**src/rtl/llmint8_absmax_quantizer.sv**
```systemverilog
// Absmax INT8 quantiser with outlier split.
// Buffers NUM_BEATS input beats, tracks the absmax of non-outlier elements,
// derives a power-of-two right shift, then replays the buffered beats as
// rounded, saturated signed integers plus a per-element outlier mask.
module llmint8_absmax_quantizer #(
    parameter int IN_WIDTH       = 16,
    parameter int IN_SIZE        = 4,
    parameter int IN_PARALLELISM = 1,
    parameter int OUT_WIDTH      = 8,
    parameter int NUM_BEATS      = 2,
    parameter int SCALE_MODE     = 0,
    parameter int THRESHOLD      = 2 ** (IN_WIDTH - 1)
) (
    input  logic                                             clk,
    input  logic                                             rst,
    input  logic [IN_PARALLELISM*IN_SIZE*IN_WIDTH-1:0]       data_in,
    input  logic                                             data_in_valid,
    output logic                                             data_in_ready,
    output logic [IN_PARALLELISM*IN_SIZE*OUT_WIDTH-1:0]      data_out,
    output logic [IN_PARALLELISM*IN_SIZE-1:0]                outlier_mask,
    output logic [$clog2(IN_WIDTH):0]                        scale_shift,
    output logic                                             data_out_valid,
    input  logic                                             data_out_ready,
    output logic                                             data_out_last
);

    localparam int N     = IN_PARALLELISM * IN_SIZE;
    localparam int SHW   = $clog2(IN_WIDTH) + 1;
    localparam int CNT_W = (NUM_BEATS > 1) ? $clog2(NUM_BEATS) : 1;

    localparam logic [CNT_W-1:0]    LAST_BEAT = CNT_W'(NUM_BEATS - 1);
    localparam logic [IN_WIDTH:0]   THR_W     = (IN_WIDTH + 1)'(THRESHOLD);
    localparam logic [IN_WIDTH:0]   QMAX      = (IN_WIDTH + 1)'(2 ** (OUT_WIDTH - 1) - 1);

    typedef enum logic [1:0] {
        S_COLLECT,
        S_CALC,
        S_EMIT
    } state_e;

    // |x| as an unsigned IN_WIDTH value; the most negative input maps to 2^(IN_WIDTH-1).
    function automatic logic [IN_WIDTH-1:0] abs_val(input logic [IN_WIDTH-1:0] x);
        return x[IN_WIDTH-1] ? ((~x) + IN_WIDTH'(1)) : x;
    endfunction

    function automatic logic is_outlier(input logic [IN_WIDTH-1:0] a);
        return ({1'b0, a} > THR_W);
    endfunction

    // Right shift that brings the absmax into OUT_WIDTH-1 magnitude bits.
    function automatic logic [SHW-1:0] shift_of(input logic [IN_WIDTH-1:0] m);
        int msb;
        msb = 0;
        for (int i = 0; i < IN_WIDTH; i++) begin
            if (m[i]) msb = i;
        end
        if (msb > OUT_WIDTH - 2) return SHW'(msb - (OUT_WIDTH - 2));
        return '0;
    endfunction

    // Round half away from zero, then saturate symmetrically.
    function automatic logic [OUT_WIDTH-1:0] quant_elem(input logic [IN_WIDTH-1:0] x,
                                                        input logic [SHW-1:0]      sh);
        logic [IN_WIDTH:0] mag;
        mag = {1'b0, abs_val(x)};
        if (sh != '0) mag = mag + ((IN_WIDTH + 1)'(1) << (sh - SHW'(1)));
        mag = mag >> sh;
        if (mag > QMAX) mag = QMAX;
        if (x[IN_WIDTH-1]) mag = -mag;
        return mag[OUT_WIDTH-1:0];
    endfunction

    function automatic logic [IN_WIDTH-1:0] beat_absmax(input logic [N*IN_WIDTH-1:0] beat);
        logic [IN_WIDTH-1:0] best;
        logic [IN_WIDTH-1:0] a;
        best = '0;
        for (int e = 0; e < N; e++) begin
            a = abs_val(beat[e*IN_WIDTH +: IN_WIDTH]);
            if (!is_outlier(a) && (a > best)) best = a;
        end
        return best;
    endfunction

    function automatic logic [N-1:0] beat_outliers(input logic [N*IN_WIDTH-1:0] beat);
        logic [N-1:0] mask;
        mask = '0;
        for (int e = 0; e < N; e++) begin
            mask[e] = is_outlier(abs_val(beat[e*IN_WIDTH +: IN_WIDTH]));
        end
        return mask;
    endfunction

    function automatic logic [N*OUT_WIDTH-1:0] beat_quant(input logic [N*IN_WIDTH-1:0] beat,
                                                          input logic [SHW-1:0]        sh);
        logic [N*OUT_WIDTH-1:0] q;
        logic [IN_WIDTH-1:0]    x;
        q = '0;
        for (int e = 0; e < N; e++) begin
            x = beat[e*IN_WIDTH +: IN_WIDTH];
            if (!is_outlier(abs_val(x))) q[e*OUT_WIDTH +: OUT_WIDTH] = quant_elem(x, sh);
        end
        return q;
    endfunction

    state_e                  state_q, state_d;
    logic [CNT_W-1:0]        beat_cnt_q, beat_cnt_d;
    logic [CNT_W-1:0]        emit_cnt_q, emit_cnt_d;
    logic [IN_WIDTH-1:0]     m_q [NUM_BEATS];
    logic [IN_WIDTH-1:0]     m_d [NUM_BEATS];
    logic [SHW-1:0]          shift_q [NUM_BEATS];
    logic [SHW-1:0]          shift_d [NUM_BEATS];
    logic [N*OUT_WIDTH-1:0]  data_out_q, data_out_d;
    logic [N-1:0]            mask_q, mask_d;
    logic [SHW-1:0]          scale_shift_q, scale_shift_d;
    logic [N*IN_WIDTH-1:0]   buf_q [NUM_BEATS];

    logic                    load_en;
    logic [CNT_W-1:0]        load_idx;
    logic [SHW-1:0]          load_shift;
    logic [IN_WIDTH-1:0]     in_max;

    assign data_in_ready  = (state_q == S_COLLECT);
    assign data_out_valid = (state_q == S_EMIT);
    assign data_out_last  = (state_q == S_EMIT) && (emit_cnt_q == LAST_BEAT);
    assign data_out       = data_out_q;
    assign outlier_mask   = mask_q;
    assign scale_shift    = scale_shift_q;

    // Next-state, absmax tracking and output-beat preparation.
    always_comb begin
        // NOTE: every variable gets a default before any branch so no latch is inferred.
        state_d       = state_q;
        beat_cnt_d    = beat_cnt_q;
        emit_cnt_d    = emit_cnt_q;
        m_d           = m_q;
        shift_d       = shift_q;
        data_out_d    = data_out_q;
        mask_d        = mask_q;
        scale_shift_d = scale_shift_q;
        load_en       = 1'b0;
        load_idx      = '0;
        load_shift    = '0;
        in_max        = beat_absmax(data_in);

        case (state_q)
            S_COLLECT: begin
                if (data_in_valid) begin
                    if (SCALE_MODE != 0) begin
                        m_d[beat_cnt_q] = in_max;
                    end else if (in_max > m_q[0]) begin
                        m_d[0] = in_max;
                    end
                    if (beat_cnt_q == LAST_BEAT) begin
                        beat_cnt_d = '0;
                        state_d    = S_CALC;
                    end else begin
                        beat_cnt_d = beat_cnt_q + CNT_W'(1);
                    end
                end
            end
            S_CALC: begin
                for (int i = 0; i < NUM_BEATS; i++) shift_d[i] = shift_of(m_q[i]);
                load_en    = 1'b1;
                load_idx   = '0;
                load_shift = shift_of(m_q[0]);
                emit_cnt_d = '0;
                state_d    = S_EMIT;
            end
            S_EMIT: begin
                if (data_out_ready) begin
                    if (emit_cnt_q == LAST_BEAT) begin
                        state_d       = S_COLLECT;
                        emit_cnt_d    = '0;
                        for (int i = 0; i < NUM_BEATS; i++) m_d[i] = '0;
                        data_out_d    = '0;
                        mask_d        = '0;
                        scale_shift_d = '0;
                    end else begin
                        emit_cnt_d = emit_cnt_q + CNT_W'(1);
                        load_en    = 1'b1;
                        load_idx   = emit_cnt_q + CNT_W'(1);
                        load_shift = (SCALE_MODE != 0) ? shift_q[load_idx] : shift_q[0];
                    end
                end
            end
            default: state_d = S_COLLECT;
        endcase

        if (load_en) begin
            data_out_d    = beat_quant(buf_q[load_idx], load_shift);
            mask_d        = beat_outliers(buf_q[load_idx]);
            scale_shift_d = load_shift;
        end
    end

    // Control state, statistics and registered outputs.
    always_ff @(posedge clk or negedge rst) begin
        if (!rst) begin
            state_q       <= S_COLLECT;
            beat_cnt_q    <= '0;
            emit_cnt_q    <= '0;
            for (int i = 0; i < NUM_BEATS; i++) begin
                m_q[i]     <= '0;
                shift_q[i] <= '0;
            end
            data_out_q    <= '0;
            mask_q        <= '0;
            scale_shift_q <= '0;
        end else begin
            // NOTE: non-blocking assignments so every flop samples pre-edge values.
            state_q       <= state_d;
            beat_cnt_q    <= beat_cnt_d;
            emit_cnt_q    <= emit_cnt_d;
            m_q           <= m_d;
            shift_q       <= shift_d;
            data_out_q    <= data_out_d;
            mask_q        <= mask_d;
            scale_shift_q <= scale_shift_d;
        end
    end

    // Beat buffer; a slot is always written before it is read back in EMIT.
    // NOTE: the buffer is a memory and deliberately has no reset.
    always_ff @(posedge clk) begin
        if ((state_q == S_COLLECT) && data_in_valid) begin
            buf_q[beat_cnt_q] <= data_in;
        end
    end

endmodule

```
**config.mk**
```make
export PLATFORM = sky130hd
export DESIGN_NAME = llmint8_absmax_quantizer
export DESIGN_NICKNAME = d
export VERILOG_FILES = /design/src/rtl/llmint8_absmax_quantizer.sv
export SDC_FILE = /design/constraint.sdc
export NUM_CORES = 1
export LEC_CHECK = 0
export ABC_AREA = 1
export CAP_MARGIN = 20
export CORE_MARGIN = 1.5
export CORE_UTILIZATION = 25
export CTS_CLUSTER_DIAMETER = 60
export DETAILED_ROUTE_END_ITERATION = 16
export SETUP_SLACK_MARGIN = 0.3
export SYNTH_ARGS = -nofsm -noshare
export SYNTH_HDL_FRONTEND = slang
export SYNTH_SLANG_ARGS = --single-unit
```
**constraint.sdc**
```tcl
create_clock -name clk -period 10.7 [get_ports clk]
set_input_delay 2.675 -clock clk [delete_from_list [all_inputs] [get_ports clk]]
set_output_delay 2.675 -clock clk [all_outputs]
set_load 0.005 [all_outputs]
```
==> key figures <==
Timing
  – RSZ-0062 raised after global routing: true
  – Slew Limit Fails: 0
  – Clock Skews: 0.0220 ns
  – Final Hold Viols: 0
  – Final setup margin: -0.183 ns
  – Setup-failing EPs final: 16
  – Hold WS: ~0.48 ns
  – Least-Margin Pin Slew: 0.935 ns
  – F_max: roughly 0.092 GHz
  – Tmin final: between 10 and 15 ns
  – Final Cycle Share: 102%
  – Rel. slew slack: 37.0%

Synthesis
  – Count of state elements after synthesis: 194
  – Main synth FF type: edfxtp_1
  – Post-synth ARST share: 34.0%
  – Mapped Avg Cell Area: 6.88 um2
  – Library cells used by synthesis: 63
  – Syn_nets: 3142
  – Number of flops mapped to enable cells by yosys: approximately 130
  – Commonest cells post-synth: nand2_1 (750), nand3_1 (356), inv_1 (322)
  – Yosys warnings: 0
  – Cells after synthesis: 2925
  – Synth top area share: a little under a fifth
  – Count leader, synth: nand2_1
  – Synth area leader: edfxtp_1
  – Register area share after synthesis: 27.3%
  – Synth top area cells: edfxtp_1 (19%), nand2_1 (14%), ha_1 (9.0%)
  – Post-Syn Area: 20100 um2

Cells and area
  – Utilization after layout: 31.4%
  – Layout cell share with drive strength beyond 1: roughly 15%
  – Area growth from synthesis to layout: 23.9%
  – Filler instances: 8672
  – Nets: 3409
  – Register area: 5500 um2
  – Area occupied by multi-input gates: 13300 um2

Critical path
  – Most used cell along the critical path: nand2_1
  – Worst-path fanout max: 8
  – Crit-path leading delay family: compound AO/OA/AOI/OAI gates
  – Max stage delay on crit path: roughly 0.34 ns
  – CP max stage cell: ha_1
  – Critical Path AT: between 10 and 15 ns
  – Kind of critical path: in -> reg
  – WP buf/inv: 7
  – Element type at the critical path start: input pin
  – Crit path capture type: flop
  – CP Data Required Time: 11.07 ns

Routing
  – First drt pass iteration count: 6
  – Vias: 20400
  – DRC Markers: 0
  – DR vias/cell: ~4.8
  – Starting DRC count in detailed routing: 1726
  – Antenna-violating nets left: 0
  – Wire per inst: 16.1 um
  – Drt total wl: slightly below 70000 um

CTS
  – H-tree depth: 4
  – Num CTS Buffers: 17
  – CTS Root Cell: clkbuf_16
  – Clk slew on worst S/H paths: 0.08 ns
  – Clk sinks: 194
  – CTS tree: yes
  – CTS Buffer Depth: 2
  – Clk_lat worst skew: 0.49 ns

Status
  – Status: complete, but fails checks
  – Failing checks: setup timing

Global route
  – First-pass GRT wire length: 108000 um
  – GRT Resource Usage Total: 16.7%
  – Largest net degree at the start of global routing: 72
  – Vias in the first global route: 19300
  – Initial antenna violation count: 2
  – Grt total ovfl: 0

Hold path
  – Hold Crit Class: reg -> reg

Pwr
  – Power per Cell Area: approximately 340 nW/um2
  – Power Total: 0.00836 W
  – LEAKAGE: 11.8 nW
  – Worst VDD drop: 0.000280 V

Place
  – PortBufs: 111
  – DPL Wire Length: approximately 54000 um
  – GP Congestion: approximately 0.96

Die
  – Boundary Pins: 112
  – Die footprint: roughly 80000 um2
  – Die H: 287 um
  – Starting density of the core: 25.4%
  – FP Rows: 103
  – Core Footprint: around 79000 um2
  – Die width: around 290 um

Run
  – Total of max-cap violations: 0
## cell families (layout without fill, tap and decap cells)
group	after synthesis	after routing	share of synthesized area, %
AO/OA/AOI/OAI	464	464	13.4
buffers and inverters	443	723	8.85
XOR/XNOR	163	163	7.09
flip-flops	194	194	27.3
other	0	2	0
AND/OR/NAND/NOR	1485	1485	32.6
adder cells (fa/ha/maj)	149	149	9.41
multiplexers	27	27	1.34
## worst reg2reg max path: cells and delay by family, from the launching register on
family	cells	cell delay (ns)
buf+inv	8	1.15
compound gates	6	1.28
simple gates	27	3.48
xor+xnor	1	0.16
fa+ha+maj	3	1.21
flops	1	0.40
## where the power goes
part	internal, W	switching, W	total (W)	leakage, nW
clock	0.000322	0.000310	0.000632	0.268
sequential	0.00102	0.0000715	0.00109	2.01
combinational	0.00228	0.00436	0.00664	9.50
## area by class of cell
type	count	share of cell area [%]
clock inverters	15	0.527
multi-input cells	2288	53.4
diodes	2	0.0201
clock buffers	17	1.71
well taps	1050	5.27
inverters	337	5.12
flip-flops and latches	194	22.0
repair inverters	2	0.0602
repair buffers	352	11.9
## layer usage
metal	global-route usage (%)	up-vias	routed length, um
met1	22.2	9371	31300
met2	27.7	534	32200
met3	2.23	95	3140
li1	-	10400	-
met5	0	-	0
met4	5.46	0	2050
## flip-flops by register name, indices dropped and copies added (netlist names)
name,count
outlier_mask,4
data_out,32
scale_shift,5
emit_cnt_q,1
beat_cnt_q,1
state_q,2
shift_q,5
buf_q,128
m_q,16
## path summary, 6_finish.rpt
check	startpoint	to	slack, ns	cells past startpoint
worst min register to register	data_out[27]$_DFFE_PN0P_	data_out[27]$_DFFE_PN0P_	0.48	2
worst max-delay path	data_in[3]	m_q[22]$_DFFE_PN0P_	-0.18	62
max in group asynchronous	rst	state_q[1]$_DFFE_PN0P_	7.63	2
worst min-delay path	data_out[27]$_DFFE_PN0P_	data_out[27]$_DFFE_PN0P_	0.48	2
min in group asynchronous	rst	data_out[5]$_DFFE_PN0P_	2.00	1
worst max register to register	state_q[0]$_DFFE_PN0P_	data_out[22]$_DFFE_PN0P_	2.94	45
## layout by cell type (no fill, tap or decap), drive strengths merged, types with 66 or more instances in the layout
cell type / count
nand2: 758
edfxtp: 128
nand3: 359
inv: 337
a21oi: 122
dfrtp: 66
nor2: 180
clkdlybuf4s50: 102
buf: 245
o21ai: 241
ha: 145
xor2: 124
## what timing repair did
item / CTS / global route
setup endpoints to repair: 16 / 16
resized for setup: 134 / 51
endpoints found under the hold margin: 0 / 0
setup buffers: 42 / 8
hold buffers: 0 / 0
cloned: 8 / 0
pin swaps: 35 / 36
## metrics by stage
stage	instance area, um2	setup WS (ns)	setup TNS (ns)	cells
CTS	24600	0.150	0	4247
floorplan	20200	0.302	0	2925
finish	24900	-0.183	-2.57	4257
global placement	23500	-0.946	-14.81	4165
global route	24900	-0.783	-12.10	4257
detailed placement	23500	-1.12	-17.32	4165
Power figures use the tool's default switching activity.
